[src/rtl/mm_pkg.sv]
// Shared types and defaults for the data-memory subsystem:
// read-response tags and the default bus geometry.
package mm_pkg;

    typedef enum logic [1:0] {
        NONE   = 2'd0,
        PORT_A = 2'd1,
        PORT_B = 2'd2
    } port_tag_e;

    localparam int DEF_AW         = 16;
    localparam int DEF_DW         = 8;
    localparam int DEF_RD_LATENCY = 1;

endpackage

[src/rtl/rd_tag_pipe.sv]
// Tracks outstanding DRAM reads: one tag per accepted command, shifted in
// lockstep with the DRAM read latency, decoded into per-port rvalid.
import mm_pkg::*;

module rd_tag_pipe #(
    parameter int DEPTH = DEF_RD_LATENCY
) (
    input  logic      clk_i,
    input  logic      rst_i,
    input  port_tag_e tag_i,
    output logic      a_rvalid_o,
    output logic      b_rvalid_o,
    output logic      busy_o
);

    port_tag_e tag_q [DEPTH];

    always_ff @(posedge clk_i) begin
        if (rst_i) begin
            for (int i = 0; i < DEPTH; i++) tag_q[i] <= NONE;
        end else begin
            tag_q[0] <= tag_i;
            for (int i = 1; i < DEPTH; i++) tag_q[i] <= tag_q[i-1];
        end
    end

    always_comb begin
        busy_o = 1'b0;
        for (int i = 0; i < DEPTH; i++) busy_o = busy_o | (tag_q[i] != NONE);
    end

    assign a_rvalid_o = (tag_q[DEPTH-1] == PORT_A);
    assign b_rvalid_o = (tag_q[DEPTH-1] == PORT_B);

endmodule

[src/rtl/dram_arbiter.sv]
// Round-robin arbiter between the core (A) and the host transfer engine (B)
// for the single-port DRAM, with a B burst lock and read-data routing.
import mm_pkg::*;

module dram_arbiter #(
    parameter int RD_LATENCY = DEF_RD_LATENCY,
    parameter int AW         = DEF_AW,
    parameter int DW         = DEF_DW
) (
    input  logic          clk,
    input  logic          rst,
    input  logic          a_req,
    input  logic          a_we,
    input  logic [AW-1:0] a_addr,
    input  logic [DW-1:0] a_wdata,
    input  logic          b_req,
    input  logic          b_we,
    input  logic [AW-1:0] b_addr,
    input  logic [DW-1:0] b_wdata,
    input  logic          b_lock,
    input  logic [DW-1:0] mem_q,
    output logic          a_gnt,
    output logic          b_gnt,
    output logic          a_rvalid,
    output logic          b_rvalid,
    output logic [DW-1:0] rdata,
    output logic [AW-1:0] mem_addr,
    output logic [DW-1:0] mem_wdata,
    output logic          mem_we,
    output logic          busy
);

    logic          last_b_q;   // 1: B won the most recent grant
    logic          b_won_q;    // B was granted in the previous cycle
    logic [AW-1:0] addr_q;
    logic [DW-1:0] wdata_q;
    logic          locked;
    port_tag_e     tag_d;

    always_comb begin
        a_gnt     = 1'b0;
        b_gnt     = 1'b0;
        mem_addr  = addr_q;
        mem_wdata = wdata_q;
        mem_we    = 1'b0;
        tag_d     = NONE;
        // A lock raised during contention only takes hold once B has won.
        locked    = b_won_q & b_lock & b_req;

        if (!rst) begin
            if (locked) begin
                b_gnt = 1'b1;
            end else if (a_req && b_req) begin
                a_gnt = last_b_q;
                b_gnt = ~last_b_q;
            end else begin
                a_gnt = a_req;
                b_gnt = b_req;
            end
        end

        if (a_gnt) begin
            mem_addr  = a_addr;
            mem_wdata = a_wdata;
            mem_we    = a_we;
            tag_d     = a_we ? NONE : PORT_A;
        end else if (b_gnt) begin
            mem_addr  = b_addr;
            mem_wdata = b_wdata;
            mem_we    = b_we;
            tag_d     = b_we ? NONE : PORT_B;
        end

        if (rst) begin
            mem_addr  = '0;
            mem_wdata = '0;
        end
    end

    always_ff @(posedge clk) begin
        if (rst) begin
            last_b_q <= 1'b1;
            b_won_q  <= 1'b0;
            addr_q   <= '0;
            wdata_q  <= '0;
        end else begin
            b_won_q <= b_gnt;
            if (a_gnt || b_gnt) begin
                last_b_q <= b_gnt;
                addr_q   <= mem_addr;
                wdata_q  <= mem_wdata;
            end
        end
    end

    rd_tag_pipe #(
        .DEPTH (RD_LATENCY)
    ) u_tag_pipe (
        .clk_i      (clk),
        .rst_i      (rst),
        .tag_i      (tag_d),
        .a_rvalid_o (a_rvalid),
        .b_rvalid_o (b_rvalid),
        .busy_o     (busy)
    );

    assign rdata = mem_q;

endmodule

[config.mk]
export PLATFORM = sky130hd
export DESIGN_NAME = dram_arbiter
export DESIGN_NICKNAME = d
export VERILOG_FILES = /design/src/rtl/mm_pkg.sv /design/src/rtl/rd_tag_pipe.sv /design/src/rtl/dram_arbiter.sv
export SDC_FILE = /design/constraint.sdc
export NUM_CORES = 1
export LEC_CHECK = 0
export ABC_CLOCK_PERIOD_IN_PS = 2250
export BUFFER_PORTS_ARGS = -buffer_cell sky130_fd_sc_hd__buf_2
export CAP_MARGIN = 10
export CORE_ASPECT_RATIO = 2
export CORE_MARGIN = 1.5
export CORE_UTILIZATION = 44
export CTS_CLUSTER_SIZE = 30
export DETAILED_ROUTE_END_ITERATION = 8
export GPL_TIMING_DRIVEN = 0
export PLACE_DENSITY = 0.85
export SLEW_MARGIN = 10
export SYNTH_ARGS = -nofsm -noshare
export SYNTH_HDL_FRONTEND = slang
export SYNTH_SLANG_ARGS = --single-unit
[constraint.sdc]
create_clock -name clk -period 2.25 [get_ports clk]
set_input_delay 0.225 -clock clk [delete_from_list [all_inputs] [get_ports clk]]
set_output_delay 0.225 -clock clk [all_outputs]
set_load 0.005 [all_outputs]
==> flow_summary_export.csv <==
group,metric,value,unit
status,status,"finished clean",
clocking,numCtsBuffers,3,
timing,rsz0062_at_grt,"false",
clocking,clockBufferDepth,2,
timing,skew,2.952,ps
min_path,hold_path_depth,2,
floorplanning,start_util,0.4614,
global_route,grt_first_pass_wirelength,5.982,mm
min_path,hold_end,"u_tag_pipe.tag_q[0][1]$_SDFF_PP0_",
power_and_ir_drop,p_sw,272.7,µW
clocking,cts_root_buf,"clkbuf_8",
worst_setup_path,worstReg2RegStart,"last_b_q$_SDFFE_PP1P_",
clocking,insertion_delay,270,ps
detailed_routing,drc_errors,0,
timing,period_share,0.9250,
layout,utilization,0.6421,
power_and_ir_drop,pwr-share-clk,0.321,
clocking,clkTransAtPathRegs,90,ps
clocking,post_cts.repair.setup_buffers,0,
layout,drive_above_1_share,0.5108,
detailed_routing,vias,1491,
layout,final_nets,295,
min_path,hold_path_class,"primary input to flop",
power_and_ir_drop,vdd_ir_drop_max,0.5121,mV
synth,synth-compound-area-share,0.3720,
detailed_routing,routed_via_density,5.691,
worst_setup_path,cp_max_fo,10,
floorplanning,dieArea,3685,µm²
worst_setup_path,arrival,1860,ps
synth,synth_area_per_cell,10.79,µm²
worst_setup_path,end_kind,"output pin",
synth,synth_top_area_share,0.3849,
clocking,ctsHtreeMaxLevel,1,
synth,synth_top_family_by_area,"compound AO/OA/AOI/OAI gates",
synth,synth_fp_nets,198,
run,max-cap-violations,0,
synth,synth-simple-area-share,0.1280,
timing,slew_viol_final,0,
synth,ys_seq_elements,28,
placed_design,hpwl,2.981,mm
detailed_routing,routed_wl,3.709,mm
layout,area_delta_synth_final,39.17,%
synth,netlist_instances,135,
power_and_ir_drop,sequentialPowerShare,0.453,
worst_setup_path,worstSetupStartpointType,"flop",
floorplanning,fp.dieW,43.68,µm
timing,worst_slew_pin_slew,600.0,ps
placed_design,portBuffers,92,
timing,relSlewSlack,0.5969,
global_route,grt_pass1_vias,1452,
floorplanning,core-area,3157,µm²
power_and_ir_drop,p_leak,0.001062,µW
layout,final_cells,262,
global_route,grt_usage,0.2061,
global_route,antenna_found_initial,0,
timing,setup_viol,0,
clocking,cts_tree,"yes",
global_route,grt_max_degree,17,
floorplanning,ios,101,
min_path,hp-start,"b_we",
detailed_routing,wire_per_inst,14.16,µm
synth,synth_area,1456,µm²
clocking,cts_hold_buf,0,
clocking,ctsResizeCount,0,
floorplanning,die_h,84.36,µm
detailed_routing,first_pass_iters,4,
synth,synth_warnings,0,
clocking,cts_sinks,28,
layout,final_cell_mix,"buf_2 (97), a221o_1 (49), dfxtp_1 (28)",
detailed_routing,drt_iter0_markers,18,
worst_setup_path,worst_ep_required_time,2030,ps
synth,ys_types,15,
floorplanning,num_rows,29,
placed_design,dp_cells,258,
synth,ys_seq_area_frac,0.3849,
synth,synth-xor-area-share,0,
power_and_ir_drop,swShare,0.2268,
layout,n_antenna_cell,0,
power_and_ir_drop,p_comb_frac,0.227,
timing,fmax,480.5,MHz
timing,fin_crit,2081,ps
synth,yosys-top-cells-area,"dfxtp_1 (38%), a221o_1 (34%), and2_1 (10%)",
timing,final-hold-violation-count,0,
worst_setup_path,worstSetupPathType,"flop to output pin",
timing,whs,120.3,ps
power_and_ir_drop,p_int,929.6,µW
layout,fillCellCount,294,
synth,yosys.area.top_type,"dfxtp_1",
synth,synth_fa_ha_area_frac,0,
detailed_routing,drtAntennaViolNets,0,
worst_setup_path,rrSetupSlack,710,ps
worst_setup_path,r2r_cells,5,
placed_design,place.gp.congestion,0.7191,
worst_setup_path,r2r-end,"wdata_q[6]$_SDFFE_PP0P_",
timing,fin_tns_setup,0,ps
power_and_ir_drop,power_density,593.2,nW/µm²
layout,final_common_cell,"buf_2",
synth,synthMuxAreaShare,0,
global_route,overflow,0,
## worst max-delay path: stages (launching register included)
cell,delay [ps]
dfxtp_1,330
a21bo_2,250
a211oi_2,400
buf_2,300
a221o_1,200
buf_2,120
## Yosys cell counts (all sizes together)
| cell | n |
|---|---|
| dfxtp | 28 |
| o211a | 2 |
| a221o | 49 |
| buf | 19 |
| inv | 2 |
| a22o | 1 |
| a211oi | 1 |
| clkbuf | 2 |
| and2 | 24 |
| nor3 | 1 |
| or2 | 1 |
| a21bo | 1 |
| nor2b | 4 |
## power by group through the flow
stage	combinational [µW]	clock [µW]	sequential, µW
4_1_cts	276	397	545
6_report	273	385	544
5_1_grt	299	419	548
2_1_floorplan	148	0	552
3_3_place_gp	269	0	554
3_5_place_dp	274	0	555
## metrics by stage
stage	setup WS [ps]	instance area [µm²]	total power, µW
2_1_floorplan	676.7	1456	699.8
3_3_place_gp	367.1	1956	823.6
3_5_place_dp	329.7	1956	829.6
4_1_cts	114.0	2027	1218
5_1_grt	50.85	2027	1267
6_report	168.7	2027	1202
## sequential cells by signal (all words and copies together), names as in the netlist
name	count
addr_q	16
wdata_q	8
u_tag_pipe.tag_q	2
b_won_q	1
last_b_q	1
## kinds of logic after synthesis
| kind of cell | Yosys count |
|---|---|
| flops | 28 |
| simple gates | 30 |
| buf+inv | 23 |
| compound gates | 54 |
## routing by layer
layer | wire, µm | share of wire | vias to the layer above | track usage
met3 | 204 | 0.055 | 4 | 0.02796
met1 | 1327 | 0.36 | 689 | 0.2038
met2 | 2139 | 0.58 | 61 | 0.4091
met4 | 38 | 0.010 | 0 | 0.05785
met5 | 0 | 0 | - | 0
li1 | - | - | 737 | -
## cell type report
cell class              instances  area, µm²  area share
multi-input cells              84      728.2      0.3593
flip-flops and latches         28      560.5      0.2765
repair buffers                 92      460.4      0.2272
plain buffers                  21      160.2     0.07901
clock buffers                   3      41.29     0.02037
well taps                      31      38.79     0.01914
clock inverters                 1      30.03     0.01481
inverters                       2      7.507    0.003704
## how the worst max path moves through the flow
stage,start,endpoint,slack [ps]
5_1_grt,last_b_q$_SDFFE_PP1P_,mem_addr[0],50
4_1_cts,last_b_q$_SDFFE_PP1P_,mem_addr[0],110
3_3_place_gp,b_req,mem_addr[0],370
2_1_floorplan,last_b_q$_SDFFE_PP1P_,mem_addr[11],680
3_5_place_dp,b_req,mem_addr[0],330
6_report,last_b_q$_SDFFE_PP1P_,mem_addr[0],170
Power figures use the tool's default switching activity.
